<file path="src/rtl/fpadd_pipe.sv">
// fpadd_pipe: pipelined floating-point adder/subtractor.
// It rounds to nearest, ties to even. Denormal inputs and underflowing results
// are flushed to zero. NaN results are canonical, and OVF flags overflow.
//
// Handshake: ACT marks A/B/SUB/TAGi valid on the rising edge that samples it.
// ACT is ignored while RESET is high. Exactly three edges later, RDY pulses
// high for one cycle, and R/TAGo/NAN/OVF carry that operation's result.
// There is no backpressure and results leave in issue order. The outputs
// hold their values between pulses.
`timescale 1ns/1ps
module fpadd_pipe #(
  parameter int EW = 8,
  parameter int MW = 23,
  parameter int TW = 1
) (
  input  logic             CLK,
  input  logic             RESET,
  input  logic             ACT,
  input  logic             SUB,
  input  logic [TW-1:0]    TAGi,
  input  logic [EW+MW:0]   A,
  input  logic [EW+MW:0]   B,
  output logic             RDY,
  output logic [TW-1:0]    TAGo,
  output logic [EW+MW:0]   R,
  output logic             NAN,
  output logic             OVF
);
  localparam int W    = 1 + EW + MW;
  localparam int SW   = MW + 4;          // hidden + mantissa + guard/round/sticky
  localparam int EMAX = (1 << EW) - 1;

  // stage 0: registered operands (B already carries its effective sign)
  logic          v0;
  logic [W-1:0]  a0, b0;
  logic [TW-1:0] tag0;

  // stage 1 combinational: classification, ordering, alignment
  logic          signA, signB, zeroA, zeroB, nanA, nanB, infA, infB, aGeB;
  logic [EW-1:0] expA, expB, expX, expY, expDiff;
  logic [MW-1:0] manA, manB;
  logic          signX;
  logic [SW-1:0] sigX, sigY, lostMask, yAl;

  // stage 1 registers
  logic          v1, sgn1, effSub1, nan1, inf1, infSign1, bothZero1, zeroSign1;
  logic [TW-1:0] tag1;
  logic [EW-1:0] exp1;
  logic [SW-1:0] sigX1, sigY1;

  // stage 2 registers
  logic          v2, sgn2, nan2, inf2, infSign2, bothZero2, zeroSign2;
  logic [TW-1:0] tag2;
  logic [EW-1:0] exp2;
  logic [SW:0]   sum2;

  // stage 3 combinational: normalise, round, special override
  int                  lzCnt;
  logic [SW-1:0]       norm;
  logic signed [31:0]  exp2s, expN, expR;
  logic                roundUp;
  logic [MW+1:0]       rounded;
  logic [MW-1:0]       mant;
  logic [W-1:0]        resNext;
  logic                nanNext, ovfNext;

  // Stage 0: capture operands; only the valid bit is reset
  always_ff @(posedge CLK) begin
    if (RESET) v0 <= 1'b0;
    else       v0 <= ACT;
    a0   <= A;
    b0   <= {B[W-1] ^ SUB, B[W-2:0]};
    tag0 <= TAGi;
  end

  assign signA = a0[W-1];
  assign signB = b0[W-1];
  assign expA  = a0[W-2:MW];
  assign expB  = b0[W-2:MW];
  assign manA  = a0[MW-1:0];
  assign manB  = b0[MW-1:0];
  assign zeroA = (expA == '0);
  assign zeroB = (expB == '0);
  assign nanA  = (&expA) & (|manA);
  assign nanB  = (&expB) & (|manB);
  assign infA  = (&expA) & ~(|manA);
  assign infB  = (&expB) & ~(|manB);
  // denormals count as zero magnitude, so a flushed operand never wins the swap
  assign aGeB  = (zeroA ? '0 : a0[W-2:0]) >= (zeroB ? '0 : b0[W-2:0]);

  // Stage 1 logic: put the larger magnitude in X and shift Y right into G/R/S
  always_comb begin
    signX    = aGeB ? signA : signB;
    expX     = aGeB ? expA : expB;
    expY     = aGeB ? expB : expA;
    sigX     = (aGeB ? zeroA : zeroB) ? '0 : {1'b1, (aGeB ? manA : manB), 3'b000};
    sigY     = (aGeB ? zeroB : zeroA) ? '0 : {1'b1, (aGeB ? manB : manA), 3'b000};
    expDiff  = expX - expY;
    lostMask = ~({SW{1'b1}} << expDiff);
    yAl      = sigY >> expDiff;
    yAl[0]   = yAl[0] | (|(sigY & lostMask));
    // very large distances leave only the sticky bit of Y
    if ({{(32-EW){1'b0}}, expDiff} >= 32'(SW)) yAl = {{(SW-1){1'b0}}, |sigY};
  end

  // Stage 1 register: aligned significands plus special-case flags
  always_ff @(posedge CLK) begin
    if (RESET) v1 <= 1'b0;
    else       v1 <= v0;
    tag1      <= tag0;
    sgn1      <= signX;
    effSub1   <= signA ^ signB;
    exp1      <= expX;
    sigX1     <= sigX;
    sigY1     <= yAl;
    nan1      <= nanA | nanB | (infA & infB & (signA ^ signB));
    inf1      <= infA | infB;
    infSign1  <= infA ? signA : signB;
    bothZero1 <= zeroA & zeroB;
    zeroSign1 <= signA & signB;
  end

  // Stage 2 register: significand add/subtract; X >= Y so the difference is never negative
  always_ff @(posedge CLK) begin
    if (RESET) v2 <= 1'b0;
    else       v2 <= v1;
    tag2      <= tag1;
    sgn2      <= sgn1;
    exp2      <= exp1;
    sum2      <= effSub1 ? ({1'b0, sigX1} - {1'b0, sigY1}) : ({1'b0, sigX1} + {1'b0, sigY1});
    nan2      <= nan1;
    inf2      <= inf1;
    infSign2  <= infSign1;
    bothZero2 <= bothZero1;
    zeroSign2 <= zeroSign1;
  end

  // Stage 3 logic: normalise, round to nearest even, then apply special cases
  always_comb begin
    lzCnt = 0;
    for (int i = 0; i < SW; i++) begin
      if (sum2[i]) lzCnt = SW - 1 - i;
    end
    exp2s = $signed({{(32-EW){1'b0}}, exp2});
    if (sum2[SW]) begin
      norm = {sum2[SW:2], sum2[1] | sum2[0]};
      expN = exp2s + 1;
    end else begin
      norm = sum2[SW-1:0] << lzCnt;
      expN = exp2s - lzCnt;
    end
    roundUp = norm[2] & (norm[1] | norm[0] | norm[3]);
    rounded = {1'b0, norm[SW-1:3]} + {{(MW+1){1'b0}}, roundUp};
    if (rounded[MW+1]) begin
      mant = rounded[MW:1];
      expR = expN + 1;
    end else begin
      mant = rounded[MW-1:0];
      expR = expN;
    end
    nanNext = 1'b0;
    ovfNext = 1'b0;
    if (nan2) begin
      resNext = {1'b0, {EW{1'b1}}, 1'b1, {(MW-1){1'b0}}};
      nanNext = 1'b1;
    end else if (inf2) begin
      resNext = {infSign2, {EW{1'b1}}, {MW{1'b0}}};
    end else if (bothZero2) begin
      resNext = {zeroSign2, {(W-1){1'b0}}};
    end else if (sum2 == '0) begin
      resNext = '0;
    end else if (expR >= EMAX) begin
      resNext = {sgn2, {EW{1'b1}}, {MW{1'b0}}};
      ovfNext = 1'b1;
    end else if (expR <= 0) begin
      resNext = '0;
    end else begin
      resNext = {sgn2, expR[EW-1:0], mant};
    end
  end

  // Output register: RDY pulses per operation, result fields hold otherwise
  always_ff @(posedge CLK) begin
    if (RESET) begin
      RDY  <= 1'b0;
      TAGo <= '0;
      R    <= '0;
      NAN  <= 1'b0;
      OVF  <= 1'b0;
    end else begin
      RDY <= v2;
      if (v2) begin
        TAGo <= tag2;
        R    <= resNext;
        NAN  <= nanNext;
        OVF  <= ovfNext;
      end
    end
  end
endmodule

</file>
<file path="config.mk">
export PLATFORM = sky130hd
export DESIGN_NAME = fpadd_pipe
export DESIGN_NICKNAME = d
export VERILOG_FILES = /design/src/rtl/fpadd_pipe.sv
export SDC_FILE = /design/constraint.sdc
export NUM_CORES = 1
export LEC_CHECK = 0
export BUFFER_PORTS_ARGS = -buffer_cell sky130_fd_sc_hd__buf_2
export CORE_AREA = 5 5 181 183
export CTS_CLUSTER_DIAMETER = 60
export DETAILED_ROUTE_END_ITERATION = 8
export DIE_AREA = 0 0 186 188
export GPL_TIMING_DRIVEN = 0
export PLACE_DENSITY = 0.74
export REMOVE_ABC_BUFFERS = 1
export SYNTH_ARGS = -nofsm -noshare
export SYNTH_HDL_FRONTEND = slang
export SYNTH_SLANG_ARGS = --single-unit
</file>
<file path="constraint.sdc">
create_clock -name CLK -period 7.3 [get_ports CLK]
set_input_delay 0.365 -clock CLK [delete_from_list [all_inputs] [get_ports CLK]]
set_output_delay 0.365 -clock CLK [all_outputs]
set_load 0.005 [all_outputs]
</file>
==> metrics.txt, run 1 <==
Sw Share 48.4%; CP bufs+invs 0; Reg2Reg Setup Slack 130 ps; EDFF count, synth 0; Reg clk slew, reported paths 60 ps; Max Buffers Root-to-Sink 3; iteration count of the initial detailed-routing pass 7; relative slew slack 9.69%; final core occ 56.9%; final setup vio count 0; Max FO, Critical Path 45; synth warn 0; Sink Count 214; Synth area leader dfxtp_1; Crit path top cell by count ha_1; DRT Wirelength 53800 um; CTS tree built; FF+latch count, synth 214; vias in the first global route 15300; layout cell share with drive strength beyond 1 11.7%; Post-Synth XOR/XNOR Area 5.48%; Root Driver clkbuf_16; HPWL after DPL 38400 um; Diodes inserted 0; final hold violation count 0; internal cell power 3.46 mW; Worst VDD drop 0.000183 V; Critical Path AT 7480 ps; path type of the worst setup path flop to flop; area share of and/or/nand/nor cells after synthesis 27.4%; initial core utilization 48.8%; die area 35000 um^2; syn_area_per_cell 7.59 um^2; WHS 47.6 ps; DP Worst Slack -2130 ps; Synth top area share 28.3%; outcome finished, final reports clean; main combinational cell family by area after synthesis simple AND/OR/NAND/NOR gates; Post-Synth Adder-Cell Area 5.73%; H-tree levels 1; Post-Synthesis Cell Area 15100 um^2; combinational share of power 54.6%; via count 16000; Seq pwr share 25.4%; Clock Skews 22.3 ps; placeable core region 31100 um^2; ys async rst share 0%; CP max-delay cell nor4_2; Crit. End Element flop; Overall Global Routing Usage 29.3%; mux cell area share after synthesis 5.34%; die width 186 um; clock share of power 20.0%; Layout Nets 2225; CP top delay family compound AO/OA/AOI/OAI gates; CP Data Required Time 7620 ps; sw power 3.24 mW; Wirelength per Cell 21.5 um; synth top area cells dfxtp_1 28%, nand2_1 7.3%, ha_1 5.5%, mux2i_1 4.8%, nor2_1 4.8%; Setup crit start kind flop; setup ws final 135 ps; clk_lat worst skew 540 ps; Max-Cap Viols 0; Max Slew Vio Count 0; cells along the critical path nor4_2 > nand2_2 > and2_1 > ha_1 > a21oi_1 > o21ai_1 > or4_1 > o221a_2 > o21ai_4 > nand2_8 > mux2i_1 > ha_1 > nor4_4 > o32ai_1 > a221oi_2 > o41ai_1 > nand2_1 > xor2_4 > nand4_1 > a211o_1 > a221oi_1 > o2111a_1 > o22ai_1; DRT iter0 DRCs 1492; Tmin final 7170 ps; Num CTS Buffers 26; Top FF cell, synth dfxtp_1; grt ovf 0; maximum clock rate 140 MHz; Pleak 7.17 nW; Cell Pwr Density 379 nW/um^2; Avg Vias per Cell 6.38; Slew @ Worst Pin 1350 ps; DRC 0; synth unique cells 101; Final Cycle Share 98.2%; area growth from synthesis to layout 16.7%; post-synthesis compound-gate area fraction 23.0%; number of I/O port buffers 104; first-pass GRT wire length 82900 um; Die H 188 um; worst stage delay on the critical path 630 ps; initial antenna violation count 0; Antenna Violating Nets Remaining 0; FP Rows 65; GP Congestion 0.968; Mapped Cells 1996; largest net degree at the start of global routing 46; Ports 105; sequential share of the synthesized area 28.3%; Fillers 2827; Hold WC Path Type input pin to flop
==> layout make-up <==
| class | count | area [um^2] | share of cell area [%] |
|---|---|---|---|
| tap | 402 | 503 | 2.85 |
| timing repair inverter | 1 | 5.00 | 0.0283 |
| timing repair buffer | 185 | 1360 | 7.69 |
| clock inverter | 15 | 211 | 1.20 |
| sequential | 214 | 4290 | 24.3 |
| inverter | 54 | 206 | 1.17 |
| multi-input combinational | 1606 | 10400 | 58.9 |
| clock buffer | 31 | 691 | 3.91 |
==> sequential cells by signal, summed over array words and instances, names as in the netlist, 8 cells and up <==
register	flops
sum2	28
exp1	8
a0	32
b0	32
exp2	8
R	32
sigX1	24
sigY1	27
==> power groups by stage <==
stage	clock network [mW]	logic, mW	registers [mW]
2_1_floorplan	0	2.51	1.54
3_3_place_gp	0	3.40	1.70
3_5_place_dp	0	3.46	1.70
4_1_cts	1.36	3.53	1.68
5_1_grt	1.42	3.93	1.71
6_report	1.34	3.65	1.70
==> per-layer routing <==
layer / vias up / routed length, um / track usage (%) / part of all wire, %
li1: 7479 / - / - / -
met1: 7549 / 20800 / 35.1 / 39
met2: 794 / 26200 / 51.1 / 49
met3: 168 / 3640 / 3.98 / 6.8
met4: 0 / 3180 / 14.4 / 5.9
met5: - / 0 / 0 / 0
==> cells by family after synthesis <==
logic type,Yosys count
flops,214
fa+ha+maj,69
compound gates,506
mux,79
xor+xnor,94
buf+inv,179
simple gates,855
==> final timing paths <==
| kind | start | endpoint | depth (start not counted) |
|---|---|---|---|
| max reg2reg | a0[26] | sigY1[0] | 23 |
| min reg2reg | exp1[4] | exp2[4] | 0 |
| min | ACT | v0 | 2 |
| max | a0[26] | sigY1[0] | 23 |
==> through the flow <==
stage	total power [mW]	cells	TNS (ps)	area, um^2
detailed placement	5.16	2385	-56190	15800
finish	6.70	2508	0	17700
CTS	6.56	2504	0	17500
floorplan	4.05	1871	-5410	14600
global route	7.06	2508	-22.5	17700
global placement	5.10	2377	-100080	15600
==> cell usage in the layout (no fill, tap or decap), types with 21 or more instances in the layout <==
master         count
a211oi_1          39
a21oi_1          120
a31oi_1           26
and2_1            36
buf_2            105
clkbuf_16         27
dfxtp_1          213
dlygate4sd3_1     66
ha_1              67
inv_1             47
mux2i_1           72
nand2_1          291
nand3_1           49
nand4_1           27
nor2_1           188
nor2b_1           31
nor3_1            69
nor4_1            50
o211ai_1          22
o21ai_0           79
o22ai_1           21
xnor2_1           64
xor2_1            21
==> Yosys cell counts, types with 6 or more instances <==
cell type and number:
nand2_1 293, dfxtp_1 214, nor2_1 192, a21oi_1 120, clkbuf_1 95, o21ai_0 80
mux2i_1 73, nor3_1 72, xnor2_1 69, ha_1 67, nor4_1 53, nand3_1 51
inv_1 48, a211oi_1 39, and2_1 37, nor2b_1 31, nand4_1 27, a31oi_1 26
xor2_1 24, o211ai_1 22, o22ai_1 22, and3_1 19, a32o_1 15, nand2b_1 15
o21a_1 15, or3_1 14, a211o_1 13, buf_2 13, o221ai_1 12, a22o_1 10
buf_1 10, o31ai_1 10, o21bai_1 9, a221oi_1 8, a22oi_1 8, o31a_1 8
or4_1 8, o21ai_1 7, o32ai_1 7, o2111ai_1 6, or2_2 6
==> repair_timing <==
item                                    CTS  global route
hold buffers                             66             0
pin swaps                                 3             4
resized for setup                        17            14
setup buffers                             6             1
hold endpoints to repair                 65             0
endpoints found under the setup margin   58            52
gates cloned                              1             3
==> worst reg2reg max path, stage by stage (launching register included) <==
cell and delay, ps:
dfxtp_1 400, nor4_2 630, nand2_2 350, and2_1 280, ha_1 320, a21oi_1 170, o21ai_1 130, or4_1 480
o221a_2 330, o21ai_4 320, nand2_8 290, mux2i_1 210, ha_1 230, nor4_4 200, o32ai_1 150, a221oi_2 350
o41ai_1 150, nand2_1 170, xor2_4 390, nand4_1 210, a211o_1 380, a221oi_1 380, o2111a_1 260, o22ai_1 160
Power figures use the tool's default switching activity.
==> run 2, diff against run 1 <==
- CORE_AREA: 5 5 181 183 -> 5 5 155 194
- DIE_AREA: 0 0 186 188 -> 0 0 160 199
- PLACE_DENSITY: 0.74 -> 0.8
==> run 2 against run 1 <==
Against the previous run:
- via count is 0.11% higher
- die area shrank 8.9%
- power down 2.2%
- first-iteration DRC count rose by 14%
- critical path depth unchanged
- hold slack improved by 5.1 ps
- sequential share of layout area grew 0.18 points
- setup slack gained 28 ps
- sequential power barely moved
- largest power group unchanged
==> metrics.txt, run 2 (synthesized netlist as in run 1, its figures left out) <==
die area 31800 um^2 (-8.9%); Slew @ Worst Pin 1330 ps (-18.8 ps); H-tree levels 1 (unchanged); final setup vio count 0 (unchanged); Pleak 7.15 nW (-0.31%); combinational share of power 55.5% (+0.9 points); worst stage delay on the critical path 500 ps (-130 ps); sw power 3.18 mW (-2.0%); Crit. End Element flop; Tot Pwr 6.55 mW (-2.2%); layout cell share with drive strength beyond 1 12.0% (+0.25 points); Max Buffers Root-to-Sink 3 (unchanged); Max Slew Vio Count 0 (unchanged); Max-Cap Viols 0 (unchanged); via count 16000 (+0.11%); Max FO, Critical Path 45 (unchanged); GP Congestion 0.986 (+1.8%); outcome finished, final reports clean; Finished Cell Area 17500 um^2 (-0.72%); most common cell after layout, fill and taps aside nand2_1; Reg2Reg Setup Slack 160 ps (+30 ps); area growth from synthesis to layout 15.8%; number of I/O port buffers 104 (unchanged); maximum clock rate 140 MHz (+0.40%); initial antenna violation count 0 (unchanged); Clock Skews 20.8 ps (-1.56 ps); setup ws final 163 ps (+28.3 ps); relative slew slack 10.9% (+1.3 points); initial core utilization 54.0% (+5.2 points); Largest regs R: 32 flops, a0: 32 flops, b0: 32 flops; DP Cell Count 2338 (-2.0%); Crit path top cell by count ha_1; Overall Global Routing Usage 31.9% (+2.6 points); DP Worst Slack -2200 ps (-77.5 ps); first-pass GRT wire length 82700 um (-0.17%); Ports 105 (unchanged); DRT iter0 DRCs 1708 (+14%); most frequent cells in the layout 289 x nand2_1, 213 x dfxtp_1, 187 x nor2_1; Die H 199 um (+5.9%); CP Data Required Time 7650 ps (+30 ps); Top Layer Used met4; Seq pwr share 25.8% (+0.4 points); FP Rows 69 (+6.2%); iteration count of the initial detailed-routing pass 5 (-2); Hold WC Path Type input pin to flop; Metal-1 WL 18600 um (-11%); largest net degree at the start of global routing 51 (+11%); internal cell power 3.37 mW (-2.4%); vias in the first global route 15500 (+1.6%); final core occ 62.5% (+5.6 points); CP max-delay cell nor4_4; Layout Nets 2224 (-0.045%); CP bufs+invs 1 (+1); Reg clk slew, reported paths 60 ps (about the same); clk_lat worst skew 540 ps (about the same); Critical Path AT 7480 ps (about the same); cells along the critical path nor4_1 > nand2_2 > nand2_1 > ha_1 > a21oi_1 > o21ai_1 > or4_1 > o221a_2 > o21ai_4 > nand2_8 > mux2i_1 > ha_1 > nor4_4 > o32ai_1 > a221oi_2 > buf_4 > xnor2_2 > nor2_2 > nand4_1 > a211o_1 > a221oi_1 > o2111a_1 > o22ai_1; Sink Count 214 (unchanged); Setup crit start kind flop; Cell Pwr Density 373 nW/um^2 (-1.5%); placeable core region 28100 um^2 (-9.7%); final std cells w/o fill 2459 (-2.0%); DR WL met3 3360 um (-7.7%); CTS tree built; DRC 0 (unchanged); Final Cycle Share 97.8% (-0.39 points); Num CTS Buffers 23 (-12%); Antenna Violating Nets Remaining 0 (unchanged); CP top delay family simple AND/OR/NAND/NOR gates; clock share of power 18.8% (-1.2 points); Diodes inserted 0 (unchanged); Root Driver clkbuf_16; path type of the worst setup path flop to flop; DP Area 15800 um^2 (-0.38%); DRT Wirelength 53000 um (-1.5%); Avg Vias per Cell 6.51 (+2.1%); HPWL after DPL 38000 um (-0.87%); Sw Share 48.5% (+0.12 points); Tmin final 7140 ps (-28.3 ps); Wirelength per Cell 21.6 um (+0.47%); Worst VDD drop 0.000218 V (+19%); die width 160 um (-14%); final hold violation count 0 (unchanged); met2 wire len 26300 um (+0.39%); grt ovf 0 (unchanged)
## run 2: cell count changes in the layout (fill, tap and decap cells not counted), sizes merged
cell	before	now
buf	119	121
clkinv	10	7
clkbuf	31	30
bufinv	4	3
inv	53	54
## run 2: path summary, 6_finish.rpt
kind | endpoint | depth (start not counted) | start
worst min register to register | tag2 | 0 | tag1
worst max register to register | sigY1[0] | 23 | b0[27]
worst max-delay path | sigY1[0] | 23 | b0[27]
worst min-delay path | v0 | 2 | ACT
## run 2: worst register-to-register path, delay by kind of cell (launching register included)
family          cells  cell delay, ps
compound gates     10            2500
simple gates        8            2930
buf+inv             1             180
fa+ha+maj           2             510
mux                 1             200
xor+xnor            1             240
flops               1             390
## run 2: area by class of cell
| cell class | count | area [um^2] |
|---|---|---|
| fill | 2399 | 10500 |
| multi-input combinational | 1606 | 10400 |
| sequential | 214 | 4290 |
| timing repair buffer | 187 | 1370 |
| clock buffer | 30 | 652 |
| tap | 355 | 444 |
| inverter | 54 | 206 |
| clock inverter | 12 | 159 |
| timing repair inverter | 1 | 5.00 |
## run 2: timing repair
action	4_1_cts	5_1_grt
setup endpoints to repair	49	46
endpoints found under the hold margin	65	0
hold buffers	66	0
buffers inserted	2	7
pin swaps	3	5
cloned	2	2
gates resized for setup	24	12
## run 2: power groups by stage
stage          registers (mW)  clock network (mW)  logic (mW)
2_1_floorplan            1.54                   0        2.51
3_3_place_gp             1.69                   0        3.37
3_5_place_dp             1.69                   0        3.43
4_1_cts                  1.67                1.25        3.50
5_1_grt                  1.70                1.30        3.93
6_report                 1.69                1.23        3.63
## run 2: per-layer routing
metal	global-route usage, %	vias to the layer above
li1	-	7469
met1	33.6	7446
met2	57.5	839
met3	4.06	253
met4	25.4	0
met5	0	-
## run 2: stage by stage
step / TNS [ps] / hold slack, ps
final: 0 / 52.7
after global routing: -4.01 / 41.0
after floorplan: -5410 / 310
after CTS: 0 / 30.2
after detailed placement: -49650 / 315
after global placement: -105300 / 311
